===== src/rtl/pc_fetch_unit.sv =====
// pc_fetch_unit: word-addressed program counter and fetch sequencer (BOOT/RUN/HALT).
// Define PC_FETCH_RAS_EN to compile in the return-address stack that predicts jr $31 targets.
module pc_fetch_unit #(
  parameter int              PC_W      = 32,
  parameter int              IADDR_W   = 10,
  parameter int              RAS_DEPTH = 4,
  parameter logic [PC_W-1:0] RESET_PC  = '0
) (
  input  logic               clk,
  input  logic               rst,
  input  logic               fetch_ready,
  output logic               fetch_valid,
  output logic [PC_W-1:0]    fetch_pc,
  output logic [IADDR_W-1:0] instr_addr,
  input  logic               halt,
  input  logic               branch_taken,
  input  logic [15:0]        branch_off,
  input  logic               jump,
  input  logic [25:0]        jump_idx,
  input  logic               call,
  input  logic               ret,
  input  logic [PC_W-1:0]    jr_target,
  output logic [PC_W-1:0]    ras_pred,
  output logic               ras_empty,
  output logic               ras_miss,
  output logic               ras_overflow
);

  typedef enum logic [1:0] {BOOT = 2'd0, RUN = 2'd1, HALT = 2'd2} state_t;

  state_t          state, state_next;
  logic            accept;
  logic            advance;
  logic [PC_W-1:0] pc1;
  logic [PC_W-1:0] pc_next;

  always_ff @(posedge clk or posedge rst) begin
    if (rst) state <= BOOT;
    else     state <= state_next;
  end

  always_comb begin
    state_next = state;
    case (state)
      BOOT:    state_next = RUN;
      RUN:     if (accept && halt) state_next = HALT;
      HALT:    state_next = HALT;
      default: state_next = BOOT;
    endcase
  end

  always_comb begin
    fetch_valid = (state == RUN);
  end

  assign accept  = fetch_valid && fetch_ready;
  assign advance = accept && !halt;
  assign pc1     = fetch_pc + {{(PC_W-1){1'b0}}, 1'b1};

  // Return beats jump beats branch; the RAS never steers the redirect.
  always_comb begin
    if (ret)               pc_next = jr_target;
    else if (jump)         pc_next = {pc1[PC_W-1:26], jump_idx};
    else if (branch_taken) pc_next = pc1 + {{(PC_W-16){branch_off[15]}}, branch_off};
    else                   pc_next = pc1;
  end

  always_ff @(posedge clk or posedge rst) begin
    if (rst)          fetch_pc <= RESET_PC;
    else if (advance) fetch_pc <= pc_next;
  end

  assign instr_addr = fetch_pc[IADDR_W-1:0];

`ifdef PC_FETCH_RAS_EN
  localparam int AW = (RAS_DEPTH > 1) ? $clog2(RAS_DEPTH) : 1;
  localparam int CW = AW + 1;

  logic [PC_W-1:0] ras_mem [RAS_DEPTH];
  logic [AW-1:0]   top_idx;
  logic [CW-1:0]   ras_count;
  logic            ras_full;
  logic            replace_top;
  logic            push_new;

  assign ras_empty   = (ras_count == '0);
  assign ras_full    = (ras_count == CW'(RAS_DEPTH));
  assign ras_pred    = ras_empty ? '0 : ras_mem[top_idx];
  // call+ret on a non-empty stack is pop-then-push, i.e. overwrite the top in place.
  assign replace_top = call && ret && !ras_empty;
  assign push_new    = call && !replace_top;

  always_ff @(posedge clk or posedge rst) begin
    if (rst) begin
      top_idx      <= '0;
      ras_count    <= '0;
      ras_miss     <= 1'b0;
      ras_overflow <= 1'b0;
    end else begin
      ras_miss <= advance && ret && (ras_empty || (ras_mem[top_idx] != jr_target));
      if (advance) begin
        if (push_new) begin
          top_idx <= top_idx + AW'(1);
          if (ras_full) ras_overflow <= 1'b1;
          else          ras_count    <= ras_count + CW'(1);
        end else if (ret && !call && !ras_empty) begin
          top_idx   <= top_idx - AW'(1);
          ras_count <= ras_count - CW'(1);
        end
      end
    end
  end

  always_ff @(posedge clk) begin
    if (advance && call) ras_mem[replace_top ? top_idx : top_idx + AW'(1)] <= pc1;
  end
`else
  assign ras_pred     = '0;
  assign ras_empty    = 1'b1;
  assign ras_miss     = 1'b0;
  assign ras_overflow = 1'b0;
`endif

endmodule


===== config.mk =====
export PLATFORM = sky130hd
export DESIGN_NAME = pc_fetch_unit
export DESIGN_NICKNAME = d
export VERILOG_FILES = /design/src/rtl/pc_fetch_unit.sv
export SDC_FILE = /design/constraint.sdc
export NUM_CORES = 1
export LEC_CHECK = 0
export CORE_MARGIN = 2
export CORE_UTILIZATION = 30
export DETAILED_ROUTE_END_ITERATION = 8
export GPL_TIMING_DRIVEN = 0
export PLACE_DENSITY = 0.66
export SETUP_SLACK_MARGIN = 0.05
export SLEW_MARGIN = 20
export SYNTH_ARGS = -nofsm -noshare
export SYNTH_HDL_FRONTEND = slang
export SYNTH_SLANG_ARGS = --single-unit

===== constraint.sdc =====
create_clock -name clk -period 3.5 [get_ports clk]
set_clock_uncertainty 0.05 [all_clocks]
set_input_delay 1.05 -clock clk [delete_from_list [all_inputs] [get_ports clk]]
set_output_delay 1.05 -clock clk [all_outputs]
set_load 0.05 [all_outputs]

==> results.ini <==
[placed_design]
dp.cells = 992
gp_congestion = 0.901
postPlaceCellArea_um2 = 6460
hpwlAfterDp_um = 14000
port_buffers = 122

[sta]
slew_violations = 0
slew_headroom_pct = 48.8
hold_viol = 0
post-route-min-period_ns = 3.58
hold-worst-slack_ns = 0.459
setup_viol = 4
fmax_mhz = 279
post-route-period-util_pct = 102
worst_pin_slew_ns = 0.765
grt_setup_unrepaired = yes
worst_slack_ns = -0.0824

[final_layout]
layout.nets = 964
antenna_cells = 0
final_cell_mix = 119 x clkdlybuf4s50_1, 99 x buf_4, 58 x nand2_1
layout_commonest_cell = clkdlybuf4s50_1
fin_cells = 1052
syn_to_final_growth_pct = 57.1
drive_gt1_share_pct = 25.6
finalInstanceArea_um2 = 7430

[critical_path]
end_kind = flop
required_ns = 3.66
path_cells = nand4_4 > nor4_4 > buf_4 > nand4_1 > xnor2_2 > ha_1 > and3_4 > and2_4 > nand4_1 > o211ai_1 > o211ai_1 > o21ai_2 > buf_4 > xor2_1 > mux2i_1 > o22ai_1
setup.worst_path.class = reg2reg
worst_path_largest_cell_delay_ns = 0.40
cp_max_fo = 4
arrival_ns = 3.74
slowest_stage = dfrtp_2
start_kind = flop
worst-path-buf-inv = 2
critical-path-top-delay-family = simple AND/OR/NAND/NOR gates

[global_route]
grt_max_degree = 25
grt_pass1_wl_um = 27700
grt_overflow = 0
grt_usage_pct = 21.3
grt_pass1_vias = 5169
grt_antenna_before_repair = 0

[route]
totalWireLength_um = 18800
drt-wirelength-per-cell_um = 17.9
first_iter_violations = 500
vias = 5548
drc_errors = 0
antenna_left = 0
dr.pass1.iters = 5
drt-vias-per-instance = 5.27

[synthesis]
synthArstFlopShare_pct = 100
synth_warnings = 0
synth_edf_count = 0
ys_seq_area_share_pct = 18.0
ys.flop_type = dfrtp_1
synth.distinct_cells = 62
synth.avg_cell_area_um2 = 7.57
yosys_register_bits = 34
synthCells = 625
syn_area_um2 = 4730

[clock_tree]
cts_root_buf = clkbuf_16
cts_buffer_depth = 2
clkTransAtPathRegs_ns = 0.07
cts_sinks = 34
worstSkewPairLatency_ns = 0.29
h-tree-depth = 2
cts_buffers = 5
cts_tree = built

[power]
switchingPower_uw = 3570
p_leak_uw = 0.00323
p_per_area_nw_per_um2 = 912
irDropWorstVdd_mv = 0.398
p_clk_share_pct = 7.0
pwr-share-seq_pct = 13.3
finalPower_uw = 6780
p_comb_share_pct = 79.7
p_sw_share_pct = 52.7
internal_power_uw = 3210

[outcome]
outcome = complete, but fails checks
violations = negative setup slack

[die]
num_rows = 45
start_util_pct = 30.9
design.core.area_um2 = 15300
die_y_um = 130
dieArea_um2 = 16800
ios = 160
die_x_um = 130

[worst_hold_path]
hold_path_class = reg2reg

[run]
max_cap_viol_count = 0

-- metal layers --
metal / GRT usage, % / up-vias / wire (um)
met5: 0 / - / 0
met4: 5.82 / 0 / 405
met3: 2.68 / 28 / 1590
met2: 35.6 / 287 / 8700
met1: 29.0 / 2622 / 8110
li1: - / 2611 / -
-- sequential cells by signal, summed over array words and instances, names as in the netlist --
signal	count
fetch_pc	32
state	2
-- power groups by stage --
stage               Clock, uW  Combinational (uW)  Sequential [uW]
finish                    472                5410              901
global route              491                5760              933
CTS                       479                4950              892
detailed placement          0                4350              959
global placement            0                4320              958
floorplan                   0                2610             1480
-- cell families (layout without fill, tap and decap cells) --
kind of cell               count (synthesis)  count (layout)  synth area share, %
muxes                                     14              14                 3.17
buffers and inverters                     86             269                 10.4
AOI/OAI and AO/OA                        203             203                 27.3
DFF                                       34              34                 18.0
other                                      2              35                0.159
and+or+nand+nor                          185             185                 18.9
adders and majority gates                 42              42                 11.3
xor gates and xnor gates                  59              59                 10.9
-- timing repair --
| item | 4_1_cts | 5_1_grt |
|---|---|---|
| pin swaps | 37 | 16 |
| setup buffers | 40 | 15 |
| resized for setup | 50 | 43 |
| hold buffers | 0 | 0 |
| setup endpoints to repair | 21 | 16 |
-- synth_stat cells (2+ instances only) --
cell	n	area [um2]
o21ai_0	45	225
mux2_2	4	45.0
o211ai_1	10	75.1
a21o_1	15	113
o21a_1	2	15.0
nand2_1	65	244
nand3_1	16	80.1
and2_1	3	18.8
and4_1	3	26.3
xnor2_1	34	298
buf_4	45	338
a21boi_0	2	15.0
a21oi_1	63	315
nor2b_1	3	18.8
dfrtp_1	34	851
clkbuf_1	20	75.1
a211oi_1	7	52.6
nor3_1	4	20.0
nor2_1	55	206
o22ai_1	5	31.3
o21ai_1	3	15.0
ha_1	41	513
nand4_1	10	62.6
xor2_1	25	219
mux2i_1	9	90.1
o2bb2ai_1	2	17.5
o21bai_1	6	45.0
a31oi_1	10	62.6
a221oi_2	2	30.0
o31ai_1	4	30.0
a221oi_1	11	96.3
buf_1	3	11.3
conb_1	2	7.51
and3_1	16	100
inv_1	17	63.8
o221ai_1	3	26.3
-- layout make-up --
type	count	area [um2]
plain buffers	65	424
inverters	18	70.1
fillers	1503	7880
clock buffers	6	139
well taps	211	264
multi-input cells	538	4010
repair buffers	178	1650
clock inverters	2	12.5
flip-flops and latches	34	870
-- metrics by stage --
| stage | worst slack, ns | setup TNS [ns] | util [%] |
|---|---|---|---|
| 6_report | -0.0824 | -0.241 | 48.5 |
| 4_1_cts | -0.00770 | -0.00770 | 46.4 |
| 2_1_floorplan | -0.00775 | -0.00775 | - |
| 5_1_grt | -0.176 | -1.00 | 48.5 |
| 3_3_place_gp | -1.11 | -14.66 | 42.0 |
| 3_5_place_dp | -1.09 | -15.20 | 42.2 |
-- path summary, 6_finish.rpt --
check,from,endpoint,slack [ns],depth (start not counted)
max,fetch_pc[3],fetch_pc[23],-0.08,16
min,state[1],state[1],0.46,1
max reg2reg,fetch_pc[3],fetch_pc[23],-0.08,16
min reg2reg,state[1],state[1],0.46,1
max in group asynchronous,rst,fetch_pc[9],1.97,3
min in group asynchronous,rst,fetch_pc[23],0.98,2
Note: power is estimated with default switching activity, not from simulation.
